[config.mk]
export PLATFORM = sky130hd
export DESIGN_NAME = label_argmax_flat
export DESIGN_NICKNAME = d
export VERILOG_FILES = /design/src/rtl/label_argmax_if.sv /design/src/rtl/label_argmax.sv /design/src/flat_wrapper.sv
export SDC_FILE = /design/constraint.sdc
export NUM_CORES = 1
export LEC_CHECK = 0
export BUFFER_PORTS_ARGS = -buffer_cell sky130_fd_sc_hd__clkbuf_2
export CAP_MARGIN = 20
export CELL_PAD_IN_SITES_DETAIL_PLACEMENT = 2
export CELL_PAD_IN_SITES_GLOBAL_PLACEMENT = 2
export CORE_AREA = 2 2 70 139
export DETAILED_ROUTE_END_ITERATION = 8
export DIE_AREA = 0 0 72 141
export PLACE_DENSITY = 0.8
export SETUP_SLACK_MARGIN = 0.5
export SLEW_MARGIN = 40
export SYNTH_ARGS = -nofsm -noshare
export SYNTH_HDL_FRONTEND = slang
export SYNTH_SLANG_ARGS = --single-unit
export TNS_END_PERCENT = 1
[constraint.sdc]
create_clock -name clk -period 2.7 [get_ports clk]
set_clock_uncertainty 0.15 [all_clocks]
set_input_delay 0.27 -clock clk [delete_from_list [all_inputs] [get_ports clk]]
set_output_delay 0.27 -clock clk [all_outputs]
set_load 0.1 [all_outputs]
[src/rtl/label_argmax_if.sv]
// Handshake and data bundle between the upstream score FIFO, label_argmax and the result consumer.
// slave is the argmax block's view; master is the view of whatever drives it.
interface label_argmax_if #(
    parameter int unsigned DATA_WIDTH = 16,
    parameter int unsigned IDX_WIDTH  = 10
);
    logic                  i_start;
    logic                  i_empty;
    logic                  o_pop;
    logic [DATA_WIDTH-1:0] i_front;
    logic                  i_vld;
    logic [IDX_WIDTH-1:0]  o_idx;
    logic [DATA_WIDTH-1:0] o_max;
    logic                  o_res_vld;
    logic                  i_res_rdy;
    logic                  o_busy;

    modport slave (
        input  i_start, i_empty, i_front, i_vld, i_res_rdy,
        output o_pop, o_idx, o_max, o_res_vld, o_busy
    );

    modport master (
        output i_start, i_empty, i_front, i_vld, i_res_rdy,
        input  o_pop, o_idx, o_max, o_res_vld, o_busy
    );
endinterface

[src/rtl/label_argmax.sv]
// Streams NUM_LABELS scores from a FIFO and reports the index and value of the largest one.
// Define LABEL_ARGMAX_SIGNED_EN to compare scores as two's-complement instead of unsigned.
module label_argmax #(
    parameter int unsigned DATA_WIDTH = 16,
    parameter int unsigned NUM_LABELS = 1000,
    parameter int unsigned IDX_WIDTH  = 10
) (
    input logic           clk,
    input logic           rst,
    label_argmax_if.slave bus
);

    localparam int unsigned     CntW      = IDX_WIDTH + 1;
    localparam logic [CntW-1:0] NumLabels = CntW'(NUM_LABELS);

    typedef enum logic [1:0] {StIdle, StFetch, StDrain, StDone} state_e;

    state_e                state_q, state_d;
    logic [CntW-1:0]       issue_cnt_q, issue_cnt_d;
    logic [CntW-1:0]       recv_cnt_q, recv_cnt_d;
    logic [DATA_WIDTH-1:0] max_q, max_d;
    logic [IDX_WIDTH-1:0]  idx_q, idx_d;
    logic                  pop;
    logic                  take;
    logic                  clear;
    logic                  greater;

`ifdef LABEL_ARGMAX_SIGNED_EN
    assign greater = $signed(bus.i_front) > $signed(max_q);
`else
    assign greater = bus.i_front > max_q;
`endif

    always_comb begin
        state_d     = state_q;
        issue_cnt_d = issue_cnt_q;
        recv_cnt_d  = recv_cnt_q;
        max_d       = max_q;
        idx_d       = idx_q;
        pop         = 1'b0;
        clear       = 1'b0;

        // Data may lag pops by any latency, so scores are accepted in both FETCH and DRAIN.
        take = ((state_q == StFetch) || (state_q == StDrain)) && bus.i_vld &&
               (recv_cnt_q < NumLabels);
        if (take) begin
            recv_cnt_d = recv_cnt_q + 1'b1;
            if ((recv_cnt_q == '0) || greater) begin
                max_d = bus.i_front;
                idx_d = recv_cnt_q[IDX_WIDTH-1:0];
            end
        end

        unique case (state_q)
            StIdle: begin
                if (bus.i_start) begin
                    state_d = StFetch;
                    clear   = 1'b1;
                end
            end
            StFetch: begin
                pop = !bus.i_empty && (issue_cnt_q < NumLabels);
                if (pop) begin
                    issue_cnt_d = issue_cnt_q + 1'b1;
                end
                if (issue_cnt_d == NumLabels) begin
                    state_d = StDrain;
                end
            end
            StDrain: begin
                if (recv_cnt_q == NumLabels) begin
                    state_d = StDone;
                end
            end
            StDone: begin
                if (bus.i_res_rdy) begin
                    if (bus.i_start) begin
                        state_d = StFetch;
                        clear   = 1'b1;
                    end else begin
                        state_d = StIdle;
                    end
                end
            end
            default: state_d = StIdle;
        endcase

        if (clear) begin
            issue_cnt_d = '0;
            recv_cnt_d  = '0;
            max_d       = '0;
            idx_d       = '0;
        end
    end

    always_ff @(posedge clk) begin
        if (rst) begin
            state_q     <= StIdle;
            issue_cnt_q <= '0;
            recv_cnt_q  <= '0;
            max_q       <= '0;
            idx_q       <= '0;
        end else begin
            state_q     <= state_d;
            issue_cnt_q <= issue_cnt_d;
            recv_cnt_q  <= recv_cnt_d;
            max_q       <= max_d;
            idx_q       <= idx_d;
        end
    end

    assign bus.o_pop     = pop;
    assign bus.o_busy    = (state_q == StFetch) || (state_q == StDrain);
    assign bus.o_res_vld = (state_q == StDone);
    assign bus.o_idx     = idx_q;
    assign bus.o_max     = max_q;

endmodule

[src/flat_wrapper.sv]
// flat-port wrapper written by rule: the top's interface ports become plain ports
module label_argmax_flat 
#(
    parameter int unsigned DATA_WIDTH = 16,
    parameter int unsigned NUM_LABELS = 1000,
    parameter int unsigned IDX_WIDTH  = 10
)
  (clk, rst, bus_i_start, bus_i_empty, bus_i_front, bus_i_vld, bus_i_res_rdy, bus_o_pop, bus_o_idx, bus_o_max, bus_o_res_vld, bus_o_busy);
  label_argmax_if #(.DATA_WIDTH(DATA_WIDTH), .IDX_WIDTH(IDX_WIDTH)) bus_i ();
  input logic clk;
  input logic rst;
  input wire logic [$bits(bus_i.i_start)-1:0] bus_i_start;
  input wire logic [$bits(bus_i.i_empty)-1:0] bus_i_empty;
  input wire logic [$bits(bus_i.i_front)-1:0] bus_i_front;
  input wire logic [$bits(bus_i.i_vld)-1:0] bus_i_vld;
  input wire logic [$bits(bus_i.i_res_rdy)-1:0] bus_i_res_rdy;
  output wire logic [$bits(bus_i.o_pop)-1:0] bus_o_pop;
  output wire logic [$bits(bus_i.o_idx)-1:0] bus_o_idx;
  output wire logic [$bits(bus_i.o_max)-1:0] bus_o_max;
  output wire logic [$bits(bus_i.o_res_vld)-1:0] bus_o_res_vld;
  output wire logic [$bits(bus_i.o_busy)-1:0] bus_o_busy;
  assign bus_i.i_start = bus_i_start;
  assign bus_i.i_empty = bus_i_empty;
  assign bus_i.i_front = bus_i_front;
  assign bus_i.i_vld = bus_i_vld;
  assign bus_i.i_res_rdy = bus_i_res_rdy;
  assign bus_o_pop = bus_i.o_pop;
  assign bus_o_idx = bus_i.o_idx;
  assign bus_o_max = bus_i.o_max;
  assign bus_o_res_vld = bus_i.o_res_vld;
  assign bus_o_busy = bus_i.o_busy;
  label_argmax #(.DATA_WIDTH(DATA_WIDTH), .NUM_LABELS(NUM_LABELS), .IDX_WIDTH(IDX_WIDTH)) u_core (.clk(clk), .rst(rst), .bus(bus_i));
endmodule
==> results of run 1 <==
==> logic make-up after synthesis <==
logic type,share of synthesized area
flops,0.340
fa+ha+maj,0.102
mux,0.00722
buf+inv,0.0671
compound gates,0.208
simple gates,0.231
xor+xnor,0.0446
==> worst paths after layout <==
| kind | start | end | slack [ns] | depth (start not counted) |
|---|---|---|---|---|
| worst max-delay path | u_core.recv_cnt_q[0] | u_core.state_q[1] | 0.14 | 8 |
| worst min-delay path | bus_i_front[2] | u_core.bus.o_max[2] | 0.1 | 3 |
| worst max register to register | u_core.recv_cnt_q[0] | u_core.state_q[1] | 0.14 | 8 |
| worst min register to register | u_core.bus.o_idx[4] | u_core.bus.o_idx[4] | 0.33 | 2 |
==> sequential cells by signal, summed over array words and instances, names as in the netlist <==
name	cells
u_core.recv_cnt_q	11
u_core.bus.o_idx	10
u_core.bus.o_max	16
u_core.issue_cnt_q	11
u_core.state_q	2
==> critical path: cells and delay by family (launching register included) <==
| kind | cells | cell delay (ns) |
|---|---|---|
| simple gates | 3 | 1.07 |
| fa+ha+maj | 1 | 0.19 |
| flops | 1 | 0.35 |
| buf+inv | 2 | 0.22 |
| compound gates | 2 | 0.54 |
==> area by class of cell <==
| cell class | count | share of cell area |
|---|---|---|
| tap | 104 | 0.0333 |
| timing repair buffer | 78 | 0.127 |
| sequential | 50 | 0.274 |
| clock buffer | 5 | 0.0320 |
| clock inverter | 3 | 0.0112 |
| multi-input combinational | 255 | 0.501 |
| inverter | 23 | 0.0221 |
==> synth_stat cells (4+ instances only) <==
cell / count
o211ai_1: 28
nand3_1: 31
buf_2: 6
nor4_1: 4
dfxtp_1: 50
nor4b_1: 5
nand2_1: 11
nand4_1: 7
xnor2_1: 7
inv_1: 23
ha_1: 24
clkbuf_1: 15
xor2_1: 8
a21oi_1: 40
o21ai_0: 6
nor2_1: 26
==> per-stage QoR <==
step	power [mW]	utilization
floorplan	2.05	-
CTS	3.22	0.404
global placement	2.35	0.377
finish	3.36	0.425
detailed placement	2.43	0.377
global route	3.54	0.425
==> report_power, final <==
| part | leakage, nW | total (mW) | internal, mW | switching (mW) |
|---|---|---|---|---|
| Clock | 0.0842 | 0.739 | 0.440 | 0.299 |
| Combinational | 0.929 | 1.73 | 0.514 | 1.22 |
| Sequential | 0.419 | 0.887 | 0.821 | 0.0666 |
| Total | 1.43 | 3.36 | 1.77 | 1.59 |
==> routing by layer <==
metal,routed length [um],GRT usage,share of wire,vias to the layer above
met3,311,0.0357,0.027,36
met5,0,0,0,-
met2,6140,0.388,0.54,78
met4,494,0.0685,0.043,0
met1,4440,0.240,0.39,1493
li1,-,-,-,1413
==> timing repair <==
action,CTS,global route
gates cloned,0,2
pin swaps,5,10
setup buffers,5,5
gates resized for setup,15,37
endpoints found under the setup margin,31,39
==> metrics.txt, run 1 <==
vias 3020; relative slew slack 0.620; #FFs+latches synth 50; f_max 0.390 GHz; Site Rows 50; area occupied by multi-input gates 0.00196 sq mm; first-pass GRT wire length 17100 um; DR WL/cell 22.0 um; IR drop worst, VDD 0.000444 V; Slew @ Worst Pin 0.573 ns; CP Class flip-flop to flip-flop; Setup WS post-layout 0.139 ns; non-filler cells, final 518; Die ar. 0.0102 sq mm; Die Span Y 141 um; Tcrit/Tclk final 0.949; number of flops mapped to enable cells by yosys 0; nets 459; vias in the first global route 3359; WP data arrival 2.66 ns; count of cell types in the netlist 51; number of remaining DRC errors 0; Die Wd 72 um; fill count 987; Synth area leaders dfxtp_1 (34%), ha_1 (10%), o211ai_1 (7.1%), a21oi_1 (6.8%), nand3_1 (5.3%); IO Pins 51; min-delay worst type primary input to flip-flop; status finished clean; fin area 0.00391 sq mm; Max Cap Viol 0; CP max FO 4; worst skew pair latency 0.30 ns; initial DRC count 96; largest net degree at the start of global routing 37; Seq/Total Area, Yosys 0.340; Syn Inst Count 353; initial core utilization 0.320; most common cell after layout, fill and taps aside clkbuf_2; root buffer cell clkbuf_16; WHS 0.0965 ns; Final Hold Viols 0; placed instance count 498; TNS Setup 0 ns; FFs w/ async S/R, synth 0; Final Max Slew Viols 0; vias per inst 5.83; grt ovf 0; fraction of layout cells with a size suffix above 1 0.353; RSZ-0062 raised after global routing true; H-Tree Depth 2; CP Capture Type flip-flop; ANT cells 0; initial antenna violation count 0; GP Congestion 0.820; Crit-path slowest cell or4b_1; pre-CTS setup slack 0.0941 ns; Synth top area share 0.340; Placed Area 0.00347 sq mm; CTS Buf Count 5; PortBufs 50; Sink Count 50; Critical Path Start Type flip-flop; Post-Syn Nets 399; Pwr Density 859 mW/mm^2; post-DP HPWL 7290 um; sequential cell area 0.00107 sq mm; Critical Path, Cell by Cell inv_2 -> ha_2 -> nor3b_4 -> or4b_1 -> a221o_1 -> buf_4 -> nor4b_1 -> a2111o_1; most frequent cells in the layout clkbuf_2 (49), a21oi_1 (36), dfxtp_1 (29), o211ai_1 (28), nor2_1 (25); CTS tree built; Yosys Warn Count 0; ANT nets after route 0; Pleak 1.43 nW; Mapped Avg Cell Area 8.35 sq um; crit-path max cell delay 0.47 ns; drt first pass iters 4; setup violators final 0; CP Data Required Time 2.80 ns; clk slew on worst S/H paths 0.07 ns; Netlist Area Pre-Place 0.00295 sq mm; final WL 11400 um; minimum clock period 2.56 ns; Core Box Area 0.00920 sq mm; Max Root-Sink Buffers 2; Synth-to-Final Area Change 32.7%; cell taking the most area after synthesis dfxtp_1; All-Layer GR Usage 0.211; Main synth FF type dfxtp_1; hold_buf cts 0
(Power assumes the default switching activity.)
==> run 2, diff against run 1 <==
--- a/config.mk
+++ b/config.mk
@@ -12,6 +12,8 @@
 export CORE_AREA = 2 2 70 139
 export DETAILED_ROUTE_END_ITERATION = 8
 export DIE_AREA = 0 0 72 141
+export HOLD_SLACK_MARGIN = 0.1
+export MAX_ROUTING_LAYER = met4
 export PLACE_DENSITY = 0.8
 export SETUP_SLACK_MARGIN = 0.5
 export SLEW_MARGIN = 40
==> metrics.txt, run 2 (synthesis gave the netlist of run 1 again) <==
status finished clean; TNS Setup 0 ns (unchanged); FF-to-FF setup slack 0.23 ns (+0.09 ns); GR peak layer met2; placed instance count 498 (unchanged); Critical Path, Cell by Cell inv_1 -> ha_1 -> nand4_1 -> buf_4 -> nor4_4 -> a311o_2 -> buf_6 -> nand3_1 -> a21oi_1; f_max 0.404 GHz (+3.5%); most common cell after layout, fill and taps aside clkbuf_2; R2R cell count 9 (+1); initial core utilization 0.320 (unchanged); number of remaining DRC errors 0 (unchanged); initial antenna violation count 0 (unchanged); worst skew pair latency 0.30 ns (about the same); Worst R2R Start u_core.bus.o_max[9]; ANT nets after route 0 (unchanged); Critical Path Start Type flip-flop; pre-CTS setup slack 0.0941 ns (unchanged); nets 462 (+0.65%); CP Data Required Time 2.78 ns (-0.02 ns); Pleak 1.45 nW (+0.91%); CP endpoint u_core.bus.o_idx[2]; met2 usage in global routing 0.388 (unchanged); Worst Setup SP u_core.bus.o_max[9]; Die ar. 0.0102 sq mm (unchanged); root buffer cell clkbuf_16; vias per inst 5.78 (-0.84%); All-Layer GR Usage 0.218 (+0.00668); min-delay worst type primary input to flip-flop; Max Cap Viol 0 (unchanged); Site Rows 50 (unchanged); CP Class flip-flop to flip-flop; final core utilization 0.430 (+0.00463); Worst path depth 9 (+1); clk slew on worst S/H paths 0.08 ns (about the same); GRT met3 Usage 0.0357 (unchanged); Placed Area 0.00347 sq mm (unchanged); largest net degree at the start of global routing 37 (unchanged); IR drop worst, VDD 0.000435 V (-2.1%); Die Span Y 141 um (unchanged); Synth-to-Final Area Change 34.2%; DR WL/cell 20.9 um (-5.0%); ANT cells 0 (unchanged); final WL 10900 um (-4.5%); GP Congestion 0.833 (+1.5%); CTS tree built; WP data arrival 2.55 ns (-0.11 ns); grt ovf 0 (unchanged); setup violators final 0 (unchanged); CTS Buf Count 5 (unchanged); Tcrit/Tclk final 0.916 (-0.0322); delay-heaviest family, CP simple AND/OR/NAND/NOR gates; vias in the first global route 3358 (-0.030%); IO Pins 51 (unchanged); Slew @ Worst Pin 0.566 ns (-0.00636 ns); Final Hold Viols 0 (unchanged); fin area 0.00395 sq mm (+1.1%); CP Capture Type flip-flop; CP Buf/Inv Count 3 (+1); initial DRC count 104 (+8.3%); drt first pass iters 4 (unchanged); Pwr Density 846 mW/mm^2 (-1.5%); RSZ-0062 raised after global routing true; Die Wd 72 um (unchanged); Hold Crit Start bus_i_front[6]; post-DP HPWL 7290 um (unchanged); PortBufs 50 (unchanged); fraction of layout cells with a size suffix above 1 0.357 (+0.00466); max FFs per register 16 (unchanged); Crit-path slowest cell dfxtp_4; non-filler cells, final 521 (+0.58%); vias 3012 (-0.26%); Sink Count 50 (unchanged); minimum clock period 2.47 ns (-0.0870 ns); H-Tree Depth 2 (unchanged); CP max FO 8 (+4); R2R Path End u_core.bus.o_idx[2]; Max Root-Sink Buffers 2 (unchanged); M1 GR Usage 0.242 (+0.00265); crit-path max cell delay 0.35 ns (-0.12 ns); relative slew slack 0.624 (+0.00422); Core Box Area 0.00920 sq mm (unchanged); most frequent cells in the layout clkbuf_2 (49), a21oi_1 (34), dfxtp_1 (29), o211ai_1 (28), nor2_1 (25); Setup WS post-layout 0.226 ns (+0.0870 ns); first-pass GRT wire length 17100 um (+0.20%); Final Max Slew Viols 0 (unchanged)
## run 2: changes by cell type in the layout (fill, tap and decap cells not counted), sizes merged
cell and change:
dlygate4sd3 +3
## run 2: per-layer routing
| metal | vias to the layer above | part of all wire |
|---|---|---|
| met5 | - | 0 |
| met4 | 0 | 0.025 |
| met3 | 24 | 0.028 |
| met2 | 63 | 0.55 |
| met1 | 1506 | 0.39 |
| li1 | 1419 | - |
## run 2: stage by stage
stage / power (mW) / hold WS (ns)
3_3_place_gp: 2.35 / 0.309
2_1_floorplan: 2.05 / 0.185
4_1_cts: 3.23 / 0.100
5_1_grt: 3.53 / 0.115
3_5_place_dp: 2.43 / 0.313
6_report: 3.34 / 0.100
## run 2: timing repair
| action | in CTS | in global routing |
|---|---|---|
| setup endpoints to repair | 31 | 35 |
| hold buffers | 3 | 0 |
| setup buffers | 5 | 5 |
| cloned | 0 | 2 |
| endpoints found under the hold margin | 3 | 0 |
| resized for setup | 15 | 40 |
| pin swaps | 5 | 11 |
## run 2: area by class of cell
class                           count  area, sq um
Clock inverter                      3         43.8
Inverter                           23         86.3
Sequential cell                    50         1070
Clock buffer                        5          125
Fill cell                         990         5240
Multi-Input combinational cell    255         1970
Tap cell                          104          130
Timing Repair Buffer               81          528
## run 2: worst min path at each step
stage                                 to  cells past startpoint
floorplan              u_core.state_q[0]                      1
global placement     u_core.bus.o_idx[5]                      2
detailed placement   u_core.bus.o_idx[2]                      2
CTS                  u_core.bus.o_max[0]                      3
global route        u_core.bus.o_max[14]                      3
finish               u_core.bus.o_max[6]                      3
## run 2: report_power, final
part	internal, mW	switching (mW)
registers	0.821	0.0664
clock network	0.439	0.296
logic	0.514	1.21
## run 2: worst reg2reg max path, stage by stage (launching register included)
cell	delay (ns)
dfxtp_4	0.35
inv_1	0.05
ha_1	0.31
nand4_1	0.23
buf_4	0.23
nor4_4	0.35
a311o_2	0.28
buf_6	0.17
nand3_1	0.10
a21oi_1	0.17
